## config.mk

```make
export PLATFORM = sky130hd
export DESIGN_NAME = conv_shape_calc
export DESIGN_NICKNAME = d
export VERILOG_FILES = /design/src/rtl/conv_shape_calc.sv
export SDC_FILE = /design/constraint.sdc
export NUM_CORES = 1
export LEC_CHECK = 0
export ABC_CLOCK_PERIOD_IN_PS = 7700
export BUFFER_PORTS_ARGS = -buffer_cell sky130_fd_sc_hd__buf_4
export CELL_PAD_IN_SITES_DETAIL_PLACEMENT = 0
export CELL_PAD_IN_SITES_GLOBAL_PLACEMENT = 1
export CORE_UTILIZATION = 40
export DETAILED_ROUTE_END_ITERATION = 10
export PLACE_DENSITY_LB_ADDON = 0.12
export RECOVER_POWER = 25
export SLEW_MARGIN = 40
export SYNTH_ARGS = -nofsm -noshare
export SYNTH_HDL_FRONTEND = slang
export SYNTH_SLANG_ARGS = --single-unit
```

## constraint.sdc

```tcl
create_clock -name clk -period 7.7 [get_ports clk]
set_clock_uncertainty 0.1 [all_clocks]
set_input_delay 0.385 -clock clk [delete_from_list [all_inputs] [get_ports clk]]
set_output_delay 0.385 -clock clk [all_outputs]
set_load 0.02 [all_outputs]
```

## src/rtl/conv_shape_calc.sv

```systemverilog
// Validates conv geometry and computes output width/height with one shared restoring divider.
// Latency: start edge 0 -> done after edge 36 (edge 2 on param_err). Start is ignored while busy.
module conv_shape_calc #(
    parameter int DIM_W = 16,
    parameter int STR_W = 8,
    parameter int PAD_W = 4
) (
    input  logic             clk,
    input  logic             rst,
    input  logic             start,
    input  logic [DIM_W-1:0] data_wid,
    input  logic [DIM_W-1:0] data_hei,
    input  logic [DIM_W-1:0] data_ch,
    input  logic [DIM_W-1:0] filter_wid,
    input  logic [DIM_W-1:0] filter_hei,
    input  logic [STR_W-1:0] stride_horiz,
    input  logic [STR_W-1:0] stride_vert,
    input  logic [PAD_W-1:0] padding_horiz,
    input  logic [PAD_W-1:0] padding_vert,
    output logic [DIM_W-1:0] out_data_wid,
    output logic [DIM_W-1:0] out_data_hei,
    output logic [DIM_W-1:0] filter_ch,
    output logic [3:0]       status,
    output logic             done
);
    localparam int NW = DIM_W + 2;
    localparam int QW = DIM_W + 1;
    localparam int CW = $clog2(QW);
    localparam logic [CW-1:0] LAST = CW'(QW - 1);

    typedef enum logic [2:0] {S_IDLE, S_CHECK, S_DIV_H, S_DIV_V, S_FINISH} state_t;
    state_t state_q, state_d;

    logic [DIM_W-1:0] dw_q, dh_q, fw_q, fh_q;
    logic [STR_W-1:0] sh_q, sv_q;
    logic [PAD_W-1:0] ph_q, pv_q;
    logic [QW-1:0]    div_q, qh_q;
    logic [STR_W-1:0] rem_q;
    logic [CW-1:0]    cnt_q;
    logic [DIM_W-1:0] owid_q, ohei_q, fch_q;
    logic [3:0]       status_q;
    logic             done_q;

    logic [NW-1:0]    padded_w, padded_h;
    logic [QW-1:0]    nh, nv;
    logic             param_err;
    logic [STR_W-1:0] divisor, rem_sub, rem_step;
    logic [STR_W:0]   rem_sh;
    logic             q_bit;
    logic [QW-1:0]    div_step;
    logic [QW:0]      out_w_full, out_h_full;
    logic             ovf_w, ovf_h;

    // Span the kernel can slide over; only meaningful when param_err is low.
    assign padded_w  = NW'(dw_q) + NW'({ph_q, 1'b0});
    assign padded_h  = NW'(dh_q) + NW'({pv_q, 1'b0});
    assign nh        = QW'(padded_w - NW'(fw_q));
    assign nv        = QW'(padded_h - NW'(fh_q));
    assign param_err = (fw_q == '0) || (fh_q == '0) || (sh_q == '0) || (sv_q == '0)
                    || (NW'(fw_q) > padded_w) || (NW'(fh_q) > padded_h);

    // Remainder stays below the divisor, so STR_W bits hold it between steps.
    always_comb begin
        divisor  = (state_q == S_DIV_V) ? sv_q : sh_q;
        rem_sh   = {rem_q, div_q[QW-1]};
        rem_sub  = rem_sh[STR_W-1:0] - divisor;
        q_bit    = (rem_sh >= {1'b0, divisor});
        rem_step = q_bit ? rem_sub : rem_sh[STR_W-1:0];
        div_step = {div_q[QW-2:0], q_bit};
    end

    assign out_w_full = (QW+1)'(qh_q) + (QW+1)'(1);
    assign out_h_full = (QW+1)'(div_q) + (QW+1)'(1);
    assign ovf_w      = |out_w_full[QW:DIM_W];
    assign ovf_h      = |out_h_full[QW:DIM_W];

    always_comb begin
        state_d = state_q;
        case (state_q)
            S_IDLE:   if (start) state_d = S_CHECK;
            S_CHECK:  state_d = param_err ? S_FINISH : S_DIV_H;
            S_DIV_H:  if (cnt_q == LAST) state_d = S_DIV_V;
            S_DIV_V:  if (cnt_q == LAST) state_d = S_FINISH;
            S_FINISH: state_d = S_IDLE;
            default:  state_d = S_IDLE;
        endcase
    end

    always_ff @(posedge clk or posedge rst) begin
        if (rst) state_q <= S_IDLE;
        else     state_q <= state_d;
    end

    always_ff @(posedge clk or posedge rst) begin
        if (rst) begin
            dw_q <= '0; dh_q <= '0; fw_q <= '0; fh_q <= '0;
            sh_q <= '0; sv_q <= '0; ph_q <= '0; pv_q <= '0;
            div_q <= '0; qh_q <= '0; rem_q <= '0; cnt_q <= '0;
            owid_q <= '0; ohei_q <= '0; fch_q <= '0;
            status_q <= '0; done_q <= 1'b0;
        end else begin
            done_q <= 1'b0;
            case (state_q)
                S_IDLE: if (start) begin
                    dw_q <= data_wid;     dh_q <= data_hei;
                    fw_q <= filter_wid;   fh_q <= filter_hei;
                    sh_q <= stride_horiz; sv_q <= stride_vert;
                    ph_q <= padding_horiz; pv_q <= padding_vert;
                    fch_q    <= data_ch;
                    status_q <= 4'b0001;
                end
                S_CHECK: begin
                    if (param_err) begin
                        status_q[2] <= 1'b1;
                    end else begin
                        div_q <= nh;
                        rem_q <= '0;
                        cnt_q <= '0;
                    end
                end
                S_DIV_H: begin
                    if (cnt_q == LAST) begin
                        qh_q  <= div_step;
                        div_q <= nv;
                        rem_q <= '0;
                        cnt_q <= '0;
                    end else begin
                        div_q <= div_step;
                        rem_q <= rem_step;
                        cnt_q <= cnt_q + CW'(1);
                    end
                end
                S_DIV_V: begin
                    div_q <= div_step;
                    rem_q <= rem_step;
                    cnt_q <= (cnt_q == LAST) ? '0 : cnt_q + CW'(1);
                end
                S_FINISH: begin
                    if (status_q[2]) begin
                        owid_q <= '0;
                        ohei_q <= '0;
                    end else begin
                        owid_q      <= ovf_w ? '1 : out_w_full[DIM_W-1:0];
                        ohei_q      <= ovf_h ? '1 : out_h_full[DIM_W-1:0];
                        status_q[3] <= ovf_w | ovf_h;
                    end
                    status_q[1] <= 1'b1;
                    status_q[0] <= 1'b0;
                    done_q      <= 1'b1;
                end
                default: ;
            endcase
        end
    end

    assign out_data_wid = owid_q;
    assign out_data_hei = ohei_q;
    assign filter_ch    = fch_q;
    assign status       = status_q;
    assign done         = done_q;
endmodule
```

Word-level counts from Yosys, hierarchy flattened
Index checks and enable logic that the tools add are counted.

Bits in registers: 191. Bits of input ports: 107. Output and inout bits: 53. Word-level logic and storage cells: 95.

$add $sub $neg: 8. $lt $le $gt $ge: 3. Eq/ne operators: 11. Muxes and demuxes: 27. Bitwise operators: 1. Reductions and logical operators: 25.

Operators with widths (count): 2-to-1 mux 16 bit (4); one-hot mux 17 bit (3 select lines) (1); adder 17 x 1 -> 18 bit (second input constant) (2); adder 16 x 5 -> 17 bit (2); > comparator 16 x 17 -> 1 bit (2); 2-to-1 mux 17 bit (2); subtractor 17 x 16 -> 17 bit (2); logical NOT 16 bit (2); 2-to-1 mux 8 bit (4); one-hot mux 8 bit (3 select lines) (1); logical NOT 8 bit (2); 2-to-1 mux 3 bit (4); one-hot mux 3 bit (4 select lines) (1); 2-to-1 mux 5 bit (2); inequality test 2 bit (second input constant) (5); one-hot mux 5 bit (2 select lines) (1); AND reduction 2 bit (5); greater-or-equal comparator 9 x 8 -> 1 bit (1); AND reduction 3 bit (3); subtractor 8 bit (1); equality test 3 x 2 -> 1 bit (second input constant) (2); nonzero test 2 bit (3); OR reduction 2 bit (3); adder 5 x 1 -> 5 bit (second input constant) (1); other kinds (12) (19).

Longest topological paths before layout
Word-level depth: 8. Gate-level depth with buffers: 19. Gate-level depth less buffers: 18.

Worst setup path after synthesis
Ideal clock, no wire load.

Kind: register to register. Start point: register dh_q[1]. End point: register div_q[12]. Setup time: 0.137 ns. Arrival time: 3.300 ns. Required time: 7.463 ns. Slack: 4.163 ns. Stages on the path, launching flop included: 20. Buffers on the path: 2. Period minus slack after synthesis: 3.537 ns. Cells stage by stage: dfrtp_1 > ha_1 > inv_1 > fa_1 > nor2b_1 > o21ai_0 > nand2b_1 > nand2b_1 > nand2b_1 > xnor2_1 > ha_1 > and3_1 > clkbuf_1 > nor2b_1 > o21ai_1 > a31oi_4 > a21o_4 > buf_6 > nor2_1 > a41oi_2.

Longest elaborated chain between the ends: 5. Elaborated cells on any way between the ends: 8. Those cells by class: add/sub (2); order compare (1); eq/ne (1); mux (2); reduce/logical (2).

RTL lines: from (decl) (line 34) `logic [DIM_W-1:0] dw_q, dh_q, fw_q, fh_q;`; from (signal assigned) (line 105) `dw_q <= data_wid; dh_q <= data_hei;`; adder 16 x 5 -> 17 bit * (line 56) `assign padded_h = NW'(dh_q) + NW'({pv_q, 1'b0});`; > comparator 16 x 17 -> 1 bit (line 60) `|| (NW'(fw_q) > padded_w) || (NW'(fh_q) > padded_h);`; logical OR 1 bit (line 60); inequality test 2 bit (no source line); AND reduction 2 bit (no source line); to (signal assigned) (line 116) `div_q <= nh;`; to (signal assigned) (line 124) `div_q <= nv;`; to (signal assigned) (line 128) `div_q <= div_step;`; to (decl) (line 37) `logic [QW-1:0] div_q, qh_q;`.

Mark *: on every way between the ends. The rest lies on a longest branch, timed or not. A chain may end at the register's enable or synchronous reset.

Worst setup path in the final report
Start point: register dh_q[1]. End point: register div_q[8].

The elaborated chain is that of the path after synthesis.

==> metrics <==
routed length on met2=12.57 mm; Final Hold Viols=0; P&R area growth vs syn=19.35%; Die Footprint=0.02850 sq mm; Clk Latency, worst-skew pair=440 ps; vias in the first global route=9,164; pre-CTS worst setup slack=3515 ps; Routed WL per cell=15.40 microns; Worst Path Max Fanout=32; utilization after layout=49.03%; main area contributors after synthesis=dfrtp_1, nand2_1, ha_1; Pwr Density=494.4 mW/mm^2; Worst Tran Pin Value=706.1 ps; Final min period=4108 ps; register area share after synthesis=42.93%; Cells after Synth=1,299; RSZ-0062 raised after global routing=no; PostCTS Resize Cnt=0; RR Startpoint=dh_q[1]; final instance count without filler cells=1,813; Syn Area/Cell=8.571 sq um; total grt overflow=0; Ant. Diodes=0; area of the mapped netlist=0.01113 sq mm; fin nets=1,592; cell area after layout=0.01329 sq mm; core area=0.02710 sq mm; worst path cell trace=ha_1 > inv_1 > fa_1 > nor2b_1 > o21ai_0 > nand2b_1 > nand2b_1 > xnor2_1 > ha_1 > and4_4 > nand3_1 > o21ai_1 > o2111ai_2 > a31oi_4 > a21o_4 > mux2_2; maxcap violations=0; # DRC=0; Clk pin slew, worst setup/hold paths=80 ps; Post-DP Area=0.01265 sq mm; total power draw=6.570 mW; Yosys cell types=75; GPL Wtd Cong=0.8210; FFs w/ async S/R, synth=100.0%; initial antenna violation count=1; die height=168.8 microns; final setup fails=0; count leader, synth=nand2_1; IR drop worst, VDD=0.2135 mV; Pre-Repair DR Iteration Count=6; Most used DFF post-synth=dfrtp_1; slowest cell delay on critical path=410 ps; Die W=168.8 microns; final worst slack=3592 ps; clk root buf=clkbuf_16; all-layer global routing usage=20.75%; number of DRC markers in iteration 0=503; Hold WC Path Type=in2reg; Placed Cells=1,780; post-synth top area cell=dfrtp_1; layout cells sized above 1=16.17%; Ys Warns=0; Top Metal Used=met5; average vias per placed instance=5.023; Post-DP HPWL=20.42 mm; first-pass GRT wire length=47.01 mm; clk buf depth=2; wire length on met1=14.04 mm; Buffers on Ports=159; slowest stage cell, crit path=fa_1; critical path type=reg2reg; via count=9,106; Critical Path Source Type=register; Starting Density=41.08%; Static Leak=6.591 nW; CTS tree=done; most common library cells after synthesis=nand2_1, dfrtp_1, o21ai_0, inv_1, nor2_1; final wirelength=27.92 mm; post-synthesis register bit count=191; Critical Path End Type=register; Inserted Clock Buffers=17; Ports=160; post-route clock period utilization=53.36%; Slew Limit Fails=0; pin count of the biggest net entering global routing=130; area share of the largest cell type after synthesis=42.93%; f_max=0.2434 GHz; CP Launch Point=dh_q[1]; syn_nets=1,463; Hold Crit Start=data_ch[1]; Critical Path AT=4330 ps; H-Tree Depth=4; hold slack=26.77 ps; met3 WL=1.057 mm; Slew Limit Headroom=52.93%; row cnt=60; Clock Sinks=191; status=finished clean; worst endpoint required time=7920 ps; Post-synth EDFFs=0; post-route ant nets=0; setup_tns=0 ps
[report_power, final]
part	switching, mW	internal [mW]	leakage [nW]
Combinational	2.24	1.61	3.88
Clock	0.442	0.499	0.303
Sequential	0.377	1.40	2.41
Total	3.06	3.51	6.59
[layout make-up]
class	instances	area (sq um)
fill	2688	13810
multi-input combinational	984	5891
sequential	191	4780
timing repair buffer	167	1269
tap	372	465.4
clock buffer	18	429.2
inverter	67	264.0
clock inverter	14	190.2
[per-layer routing]
layer / GRT usage, % / vias to the layer above
met1: 29.67 / 4255
met5: 0 / -
met3: 3.834 / 14
li1: - / 4671
met2: 32.70 / 164
met4: 4.269 / 2
[sequential cells by signal, summed over array words and instances, names as in the netlist, 8 cells and up]
register / flops
dh_q: 16
out_data_wid: 16
rem_q: 8
sv_q: 8
fw_q: 16
fh_q: 16
qh_q: 17
out_data_hei: 16
dw_q: 16
div_q: 17
filter_ch: 16
sh_q: 8
[critical path: cells and delay by family, from the launching register on]
family                     cells  cell delay [ps]
xor gates and xnor gates       1              150
adders and majority gates      3              990
muxes                          1              380
DFF                            1              360
and+or+nand+nor                5              800
AOI/OAI and AO/OA              5             1140
buffers and inverters          1               70
[worst paths after layout]
path                       depth (start not counted)  slack (ps)            to
max in group asynchronous                          4        5960      fw_q[13]
max                                               16        3590      div_q[8]
min in group asynchronous                          3         550       dh_q[9]
max reg2reg                                       16        3590      div_q[8]
min reg2reg                                        2         380  filter_ch[4]
min                                                3          30  filter_ch[1]
[kinds of logic (layout without fill, tap and decap cells)]
group,count (synthesis),count (layout),share of synthesized area (%)
AND/OR/NAND/NOR,550,550,21.59
AO/OA/AOI/OAI,280,280,16.37
flip-flops,191,191,42.93
buffers and inverters,124,266,4.439
XOR/XNOR,78,78,6.136
adder cells (fa/ha/maj),57,57,6.743
multiplexers,19,19,1.787
[timing repair]
action | in CTS | in global routing
setup buffers | 0 | 0
hold endpoints to repair | 30 | 0
hold buffers | 1 | 0
[cell usage in the layout, fill, tap and decap left out, drive strengths merged, types with 30 or more instances in the layout]
cell / synthesis / layout
buf: 10 / 165
inv: 67 / 75
ha: 52 / 52
o21ai: 103 / 103
nand3: 30 / 30
xnor2: 46 / 46
nand2: 364 / 364
dfrtp: 191 / 191
nor2: 59 / 59
a21oi: 54 / 54
xor2: 32 / 32
(Power assumes the default switching activity.)
